## src/rtl/result_packer.sv

```systemverilog
// result_packer: collects the upstream 1-bit result on each falling edge of
// its done strobe, packs PACK_W results LSB-first into words, and buffers the
// completed words in a DEPTH-entry FIFO presented on a valid/ready master
// port. A flush pulse pushes a partially filled word early. Words that arrive
// while the FIFO is full (and not being popped) are dropped and recorded in a
// sticky overflow flag.
module result_packer #(
  parameter int PACK_W = 8,
  parameter int DEPTH  = 4
) (
  input  logic                             clk,
  input  logic                             rst,
  input  logic                             res_bit,
  input  logic                             res_done,
  input  logic                             flush,
  input  logic                             clr_ovf,
  output logic                             m_valid,
  input  logic                             m_ready,
  output logic [PACK_W-1:0]                m_data,
  output logic [$clog2(PACK_W+1)-1:0]      m_count,
  output logic [$clog2(DEPTH+1)-1:0]       level,
  output logic                             overflow
);

  // Bit index into the word being packed (0..PACK_W-1).
  localparam int IDX_W = $clog2(PACK_W);
  // Count of valid bits carried with each word (1..PACK_W).
  localparam int CNT_W = $clog2(PACK_W + 1);
  // FIFO read/write pointer width; DEPTH is a power of two so pointers wrap.
  localparam int PTR_W = $clog2(DEPTH);
  // FIFO occupancy width (0..DEPTH).
  localparam int LVL_W = $clog2(DEPTH + 1);

  localparam logic [IDX_W-1:0] IDX_LAST = IDX_W'(PACK_W - 1);
  localparam logic [LVL_W-1:0] LVL_FULL = LVL_W'(DEPTH);

  // ---------------------------------------------------------------------
  // Result capture
  // ---------------------------------------------------------------------
  logic done_q;
  logic bit_q;
  logic event_w;

  // Track the done strobe and remember the result bit seen while it is high.
  always_ff @(posedge clk or negedge rst) begin
    if (!rst) begin
      done_q <= 1'b0;
      bit_q  <= 1'b0;
    end else begin
      done_q <= res_done;
      if (res_done) begin
        bit_q <= res_bit;
      end
    end
  end

  // A result is valid in the cycle after done drops; a long high pulse still
  // produces a single event, and the rising edge produces none.
  assign event_w = done_q & ~res_done;

  // ---------------------------------------------------------------------
  // Packing
  // ---------------------------------------------------------------------
  logic [IDX_W-1:0]  idx_q;
  logic [IDX_W-1:0]  idx_d;
  logic [PACK_W-1:0] shreg_q;
  logic [PACK_W-1:0] shreg_d;
  logic [PACK_W-1:0] shreg_ins;
  logic              push_w;
  logic [PACK_W-1:0] push_data_w;
  logic [CNT_W-1:0]  push_cnt_w;

  // Fold the current event's bit into the word, then decide whether this
  // cycle enqueues it (word complete, or flush with anything to send).
  always_comb begin
    shreg_ins = shreg_q;
    if (event_w) begin
      shreg_ins[idx_q] = bit_q;
    end

    idx_d       = idx_q;
    shreg_d     = shreg_q;
    push_w      = 1'b0;
    push_data_w = shreg_ins;
    // Bits already held plus the one arriving now; equals PACK_W when the
    // event fills the last slot, so completion and flush share one count.
    push_cnt_w  = CNT_W'(idx_q) + CNT_W'(event_w);

    if (flush && (event_w || (idx_q != '0))) begin
      // Flush takes precedence; a word that also completes this cycle is
      // still enqueued exactly once.
      push_w  = 1'b1;
      idx_d   = '0;
      shreg_d = '0;
    end else if (event_w) begin
      if (idx_q == IDX_LAST) begin
        push_w  = 1'b1;
        idx_d   = '0;
        shreg_d = '0;
      end else begin
        idx_d   = idx_q + IDX_W'(1);
        shreg_d = shreg_ins;
      end
    end
  end

  // Packing state; the partial word is discarded on reset.
  always_ff @(posedge clk or negedge rst) begin
    if (!rst) begin
      idx_q   <= '0;
      shreg_q <= '0;
    end else begin
      idx_q   <= idx_d;
      shreg_q <= shreg_d;
    end
  end

  // ---------------------------------------------------------------------
  // FIFO
  // ---------------------------------------------------------------------
  logic [PACK_W-1:0] mem_data_q [DEPTH];
  logic [CNT_W-1:0]  mem_cnt_q  [DEPTH];
  logic [PTR_W-1:0]  wr_ptr_q;
  logic [PTR_W-1:0]  wr_ptr_d;
  logic [PTR_W-1:0]  rd_ptr_q;
  logic [PTR_W-1:0]  rd_ptr_d;
  logic [LVL_W-1:0]  level_q;
  logic [LVL_W-1:0]  level_d;
  logic              ovf_q;
  logic              ovf_d;
  logic              full_w;
  logic              pop_w;
  logic              wr_en_w;
  logic              drop_w;
  logic [DEPTH-1:0]  wr_sel_w;

  assign full_w  = (level_q == LVL_FULL);
  // m_valid is a decode of the registered level, so an empty pop never fires.
  assign pop_w   = m_valid & m_ready;
  // A pop in the same cycle frees the slot the push needs when full.
  assign wr_en_w = push_w & (~full_w | pop_w);
  assign drop_w  = push_w & full_w & ~pop_w;

  // One-hot write select per entry.
  generate
    for (genvar gi = 0; gi < DEPTH; gi++) begin : g_wr_sel
      assign wr_sel_w[gi] = wr_en_w && (wr_ptr_q == PTR_W'(gi));
    end
  endgenerate

  // Entry storage; only the selected entry is written, so the head stays
  // stable while the consumer stalls.
  always_ff @(posedge clk or negedge rst) begin
    if (!rst) begin
      for (int i = 0; i < DEPTH; i++) begin
        mem_data_q[i] <= '0;
        mem_cnt_q[i]  <= '0;
      end
    end else begin
      for (int i = 0; i < DEPTH; i++) begin
        if (wr_sel_w[i]) begin
          mem_data_q[i] <= push_data_w;
          mem_cnt_q[i]  <= push_cnt_w;
        end
      end
    end
  end

  // Next-state for pointers, occupancy and the sticky overflow flag.
  always_comb begin
    wr_ptr_d = wr_ptr_q;
    rd_ptr_d = rd_ptr_q;
    level_d  = level_q;
    ovf_d    = ovf_q;

    if (wr_en_w) begin
      wr_ptr_d = wr_ptr_q + PTR_W'(1);
    end
    if (pop_w) begin
      rd_ptr_d = rd_ptr_q + PTR_W'(1);
    end

    case ({wr_en_w, pop_w})
      2'b10:   level_d = level_q + LVL_W'(1);
      2'b01:   level_d = level_q - LVL_W'(1);
      default: level_d = level_q;
    endcase

    // A new drop beats a simultaneous clear.
    if (drop_w) begin
      ovf_d = 1'b1;
    end else if (clr_ovf) begin
      ovf_d = 1'b0;
    end
  end

  // FIFO control registers.
  always_ff @(posedge clk or negedge rst) begin
    if (!rst) begin
      wr_ptr_q <= '0;
      rd_ptr_q <= '0;
      level_q  <= '0;
      ovf_q    <= 1'b0;
    end else begin
      wr_ptr_q <= wr_ptr_d;
      rd_ptr_q <= rd_ptr_d;
      level_q  <= level_d;
      ovf_q    <= ovf_d;
    end
  end

  // ---------------------------------------------------------------------
  // Outputs: all taken from registers or the FIFO head entry.
  // ---------------------------------------------------------------------
  assign m_valid  = (level_q != '0);
  assign m_data   = mem_data_q[rd_ptr_q];
  assign m_count  = mem_cnt_q[rd_ptr_q];
  assign level    = level_q;
  assign overflow = ovf_q;

endmodule

```

## config.mk

```make
export PLATFORM = sky130hd
export DESIGN_NAME = result_packer
export DESIGN_NICKNAME = d
export VERILOG_FILES = /design/src/rtl/result_packer.sv
export SDC_FILE = /design/constraint.sdc
export NUM_CORES = 1
export LEC_CHECK = 0
export BUFFER_PORTS_ARGS = -buffer_cell sky130_fd_sc_hd__buf_4
export CAP_MARGIN = 20
export CORE_MARGIN = 8
export CORE_UTILIZATION = 30
export CTS_BUF_LIST = sky130_fd_sc_hd__clkbuf_4 sky130_fd_sc_hd__clkbuf_8
export DETAILED_ROUTE_END_ITERATION = 8
export MAX_ROUTING_LAYER = met4
export PLACE_DENSITY = 0.51
export SYNTH_ARGS = -nofsm -noshare
export SYNTH_HDL_FRONTEND = slang
export SYNTH_SLANG_ARGS = --single-unit
```

## constraint.sdc

```tcl
create_clock -name clk -period 2.21 [get_ports clk]
set_input_delay 0.221 -clock clk [delete_from_list [all_inputs] [get_ports clk]]
set_output_delay 0.221 -clock clk [all_outputs]
set_load 0.05 [all_outputs]
```

=== Word level (Yosys, flattened, before mapping) ===
Index checks and enable logic that the tools add are counted.

* Register bits after elaboration: 69
* Word-level logic and storage cells: 77
* Output and inout bits: 17
* Input port bits: 7

* Eq/ne operators: 7
* Order comparisons: 3
* Bitwise operators: 10
* Reductions and logical operators: 13
* Muxes and demuxes: 22
* Add/subtract/negate cells: 6

{| class="wikitable"
|+ Operator list
! kind !! number
|-
| two-way mux 8 bit || 6
|-
| binary-select mux 8 bit (select 2 bit) || 1
|-
| two-way mux 3 bit || 3
|-
| binary-select mux 4 bit (select 2 bit) || 1
|-
| bitwise mux 8 bit || 1
|-
| two-way mux 4 bit || 2
|-
| adder 3 x 1 -> 3 bit, second input constant || 2
|-
| == test 2 bit, second input constant || 3
|-
| == test 3 bit, second input constant || 2
|-
| logical AND 1 bit || 6
|-
| two-way mux 1 bit || 6
|-
| case mux 3 bit (2 select lines) || 1
|-
| nonzero test 2 bit || 3
|-
| nonzero test 3 bit || 2
|-
| AND 1 bit || 5
|-
| adder 2 x 1 -> 2 bit, second input constant || 2
|-
| adder 3 x 1 -> 4 bit || 1
|-
| == test 2 x 1 -> 1 bit, second input constant || 2
|-
| < comparator 3 x 4 -> 1 bit, second input constant || 1
|-
| demux 1 bit (select 3 bit) || 1
|-
| >= comparator 3 x 1 -> 1 bit, second input constant || 1
|-
| >= comparator 3 bit, second input constant || 1
|-
| inverter 1 bit || 3
|-
| inverter 2 -> 3 bit || 1
|-
| other kinds (4) || 4
|}

=== Logic depth before layout (Yosys ltp) ===
* Depth after elaboration: 9
* Gate-level depth with buffers: 11

=== Least setup slack after synthesis ===
OpenSTA, ideal clock, no wires.

* Path type: register -> register
* Start point: register level_q[0], in the netlist level[0]
* End point: register level_q[2], in the netlist level[2]
* Stages on the path, launching flop included: 9
* Arrival: 2.373 ns
* Required time: 2.128 ns
* Path slack: -0.245 ns
* Library setup time: 0.082 ns
* Buffers on the path: 0
* Cell sequence: dfrtp_1 > or3_1 > and2_1 > ha_1 > inv_1 > fa_1 > xor2_1 > nor2_1 > xor2_1

* Cells in the longest elaborated chain, start to end: 6

{| class="wikitable"
|+ RTL lines
! what !! RTL line !! text
|-
| start: declaration || 127 || <nowiki>logic [LVL_W-1:0] level_q;</nowiki>
|-
| start signal: assignment || 207 || <nowiki>level_q <= level_d;</nowiki>
|-
| nonzero test 3 bit (*) || 215 || <nowiki>assign m_valid = (level_q != '0);</nowiki>
|-
| via m_valid || 17 || <nowiki>output logic m_valid,</nowiki>
|-
| AND 1 bit (*) || 139 || <nowiki>assign pop_w = m_valid & m_ready;</nowiki>
|-
| via pop_w || 132 || <nowiki>logic pop_w;</nowiki>
|-
| OR 1 bit || 141 || <nowiki>assign wr_en_w = push_w & (~full_w | pop_w);</nowiki>
|-
| AND 1 bit || 141 ||
|-
| == test 2 x 1 -> 1 bit / == test 2 bit (equally long branches) || 183 || <nowiki>case ({wr_en_w, pop_w})</nowiki>
|-
| case mux 3 bit (2 select lines) / nonzero test 2 bit (equally long branches) || - ||
|}

Mark *: on every way through the listed nets, which the timed path passes. The rest lies on a longest branch.
A chain may end at the register's enable or synchronous reset.

=== Worst setup path after layout ===
* Start point: register idx_q[1]
* End point: register mem_data_q[20] (netlist name)

* Cells in the longest elaborated chain, start to end: 6

{| class="wikitable"
|+ RTL lines
! what !! RTL line !! text
|-
| start: declaration || 64 || <nowiki>logic [IDX_W-1:0] idx_q;</nowiki>
|-
| start signal: assignment || 113 || <nowiki>idx_q <= idx_d;</nowiki>
|-
| < comparator 3 x 4 -> 1 bit (implied by the code) (tied with other cells) || 78 || <nowiki>shreg_ins[idx_q] = bit_q;</nowiki>
|-
| logical AND 1 bit (implied by the code) (tied with other cells) || 78 ||
|-
| two-way mux 1 bit (implied by the code) (tied with other cells) || 78 ||
|-
| demux 1 bit (select 3 bit) / two-way mux 1 bit (equally long branches) || 78, 89 ||
|-
| bitwise mux 8 bit / AND 1 bit (equally long branches) || 78, 141 ||
|-
| two-way mux 8 bit / logical AND 1 bit (equally long branches) || 77, 147 ||
|-
| end signal: indexed assignment || 162 || <nowiki>mem_data_q[i] <= push_data_w;</nowiki>
|-
| end: declaration || 121 || <nowiki>logic [PACK_W-1:0] mem_data_q [DEPTH];</nowiki>
|}

Several ways; a longest one is shown, not always the timed one.

==> impl_metrics.env <==
export IMPL_status="completed"
export IMPL_fin_ws_ns=0.0475
export IMPL_clk_path_buf_depth=2
export IMPL_ys_flop_type="dfrtp_1"
export IMPL_ys_warn_count=0
export IMPL_final_setup_viol_count=0
export IMPL_yosysTopAreaCellShare=0.502
export IMPL_dieArea_um2=15100
export IMPL_final_layout_size_suffix_gt1_frac=0.519
export IMPL_syn_area_per_cell_um2=15.2
export IMPL_powerDensity_nw_per_um2=1040
export IMPL_place_congestion=0.745
export IMPL_syn_num_nets=244
export IMPL_antenna_found_initial=0
export IMPL_start_util=0.304
export IMPL_drt_iter0_drc=58
export IMPL_worstSetupPathType="reg -> reg"
export IMPL_slew_limit_headroom=0.672
export IMPL_dpl_hpwl_mm=4.75
export IMPL_drc_errors=0
export IMPL_worst_slew_pin_transition_ns=0.491
export IMPL_multi_input_area_um2=1670
export IMPL_wire_per_inst_um=16.9
export IMPL_clock_sinks=69
export IMPL_ys_ff_latch=69
export IMPL_crit_path_max_incr_delay_ns=0.44
export IMPL_critical_path_top_delay_family="flip-flops"
export IMPL_cp_cell_sequence="ha_4 > ha_4 > nand3b_1 > a221oi_4 > buf_4 > nand2_2 > mux2_4"
export IMPL_insertion_delay_ns=0.34
export IMPL_num_rows=39
export IMPL_cp_max_fo=12
export IMPL_required_ns=2.43
export IMPL_grt_total_usage=0.105
export IMPL_final_hold_viol_count=0
export IMPL_crit_arrival_ns=2.38
export IMPL_fill_cells=1110
export IMPL_core_area_um2=11300
export IMPL_async_flop_share=1.00
export IMPL_cts_tree="built"
export IMPL_finalCritPeriodShare=0.978
export IMPL_vias=1903
export IMPL_worstPathBufferInverterCount=1
export IMPL_dp_worst_setup_slack_ns=0.0339
export IMPL_period_needed_ns=2.16
export IMPL_grt_setup_unrepaired="yes"
export IMPL_grt_max_degree=38
export IMPL_cts_root_buf="clkbuf_8"
export IMPL_synth_area_leaders="dfrtp_1 50%, mux2_4 17%, mux4_2 7.9%"
export IMPL_skew_ns=0.0102
export IMPL_final_nets=280
export IMPL_start_kind="register"
export IMPL_register_area_um2=1730
export IMPL_timing_critical_path_mode_cell="ha_4"
export IMPL_routed_wirelength_mm=6.90
export IMPL_syn_area_um2=3440
export IMPL_max_freq_ghz=0.462
export IMPL_portBuffers=23
export IMPL_via_per_inst=4.65
export IMPL_ant_nets=0
export IMPL_io_pins=24
export IMPL_clk_pin_slew_ns=0.07
export IMPL_grt_pass1_vias=2153
export IMPL_cp_slowest_cell="dfrtp_2"
export IMPL_yosysTopAreaCell="dfrtp_1"
export IMPL_fp_dieH_um=123
export IMPL_maxCapViolCount=0
export IMPL_ir_worst_vdd_uv=664
export IMPL_endpoint_kind="register"
export IMPL_die_w_um=123
export IMPL_synth_edff_count=0
export IMPL_synth_cell_type_count=31
export IMPL_synthToLayoutAreaGrowth_pct=18.9
export IMPL_antenna_cells=0
export IMPL_grt_ovfl_total=0
export IMPL_p_leak_nw=2.03
export IMPL_final_max_slew_viol_count=0
export IMPL_synth_cells=226
export IMPL_grt_pass1_wl_mm=12.0
export IMPL_cts_buffers=9
export IMPL_hold_path_class="in -> reg"
export IMPL_drtPass1Iterations=4
export IMPL_htreeDepth=3
export IMPL_finish_instance_area_um2=4090
export IMPL_place_area_um2=3870
export IMPL_yosysSeqAreaShare=0.502
## cell usage after synthesis (3+ instances only)
library cell / n
dfrtp_1: 69
mux2_4: 40
mux2_2: 17
mux4_2: 12
inv_1: 11
ha_1: 10
a22o_1: 9
nand2_1: 6
buf_6: 5
nor2_1: 5
nor3_1: 5
nand2_2: 4
o21ai_0: 4
xor2_1: 4
a21oi_1: 3
xnor2_1: 3
## logic make-up (layout without fill, tap and decap cells)
kind of cell | after synthesis | after routing | share of synthesized area
AND/OR/NAND/NOR | 33 | 33 | 0.0549
AO/OA/AOI/OAI | 17 | 17 | 0.0408
flip-flops | 69 | 69 | 0.502
adder cells (fa/ha/maj) | 11 | 11 | 0.0422
buffers and inverters | 20 | 60 | 0.0331
XOR/XNOR | 7 | 7 | 0.0178
multiplexers | 69 | 69 | 0.309
## per-layer routing
metal | vias to the layer above | wire, µm | global-route usage
li1 | 885 | - | -
met1 | 982 | 3560 | 0.140
met2 | 30 | 3080 | 0.155
met3 | 6 | 195 | 0.0306
met4 | 0 | 66 | 0.0248
met5 | - | 0 | -
## sequential cells by signal, indices dropped and copies added, names as in the netlist
register,count
bit_q,1
done_q,1
idx_q,3
level,3
mem_cnt_q,16
mem_data_q,32
overflow,1
rd_ptr_q,2
shreg_q,8
wr_ptr_q,2
## what timing repair did
action                     CTS  global route
hold endpoints to repair    32             0
gates resized for setup      0             1
setup buffers                0             1
setup endpoints to repair    0            38
hold buffers                 1             0
## report_power, final
| part | leakage [nW] | switching, mW | internal (mW) |
|---|---|---|---|
| sequential | 0.926 | 0.191 | 1.47 |
| combinational | 1.01 | 0.852 | 0.729 |
| clock | 0.0915 | 0.489 | 0.515 |
## area by class of cell
type / count / share of cell area
Tap cell: 143 / 0.0438
Sequential cell: 69 / 0.424
Clock inverter: 6 / 0.0156
Clock buffer: 9 / 0.0303
Timing Repair Buffer: 34 / 0.0692
Inverter: 11 / 0.0101
Multi-Input combinational cell: 137 / 0.407
## final timing paths
kind / from / end / depth (start not counted) / slack [ns]
hold reg to reg: shreg_q[0] / shreg_q[0] / 1 / 0.51
setup / recovery: idx_q[1] / mem_data_q[20] / 7 / 0.05
setup reg to reg: idx_q[1] / mem_data_q[20] / 7 / 0.05
min in group asynchronous: rst / level[2] / 2 / 0.36
max in group asynchronous: rst / mem_data_q[13] / 3 / 1.31
hold / removal: res_done / done_q / 1 / 0.02
## metrics by stage
stage	power, mW	utilization	hold slack [ns]	instances	setup TNS [ns]
detailed placement	3.29	0.342	0.210	392	0
finish	4.25	0.361	0.0221	409	0
CTS	4.31	0.360	0.00433	408	0
global route	4.52	0.361	0.00578	409	-1.14
global placement	3.27	0.342	0.210	392	0
floorplan	2.83	-	-0.0746	226	-0.00754
## worst reg2reg max path, delay by kind of cell, from the launching register on
kind                       cells  cell delay [ns]
muxes                          1             0.40
and+or+nand+nor                2             0.42
AOI/OAI and AO/OA              1             0.29
DFF                            1             0.44
adders and majority gates      2             0.29
buffers and inverters          1             0.21
## placed cells by master, fill, tap and decap left out, types with 6 or more instances in the layout
cell      synthesis  routed
dfrtp_1          69      64
mux2_4           40      40
buf_4             0      31
mux2_2           17      17
mux4_2           12      12
a22o_1            9       9
clkbuf_8          0       9
inv_1            11       8
ha_1             10       7
nand2_1           6       6
Note: power is estimated with default switching activity, not from simulation.
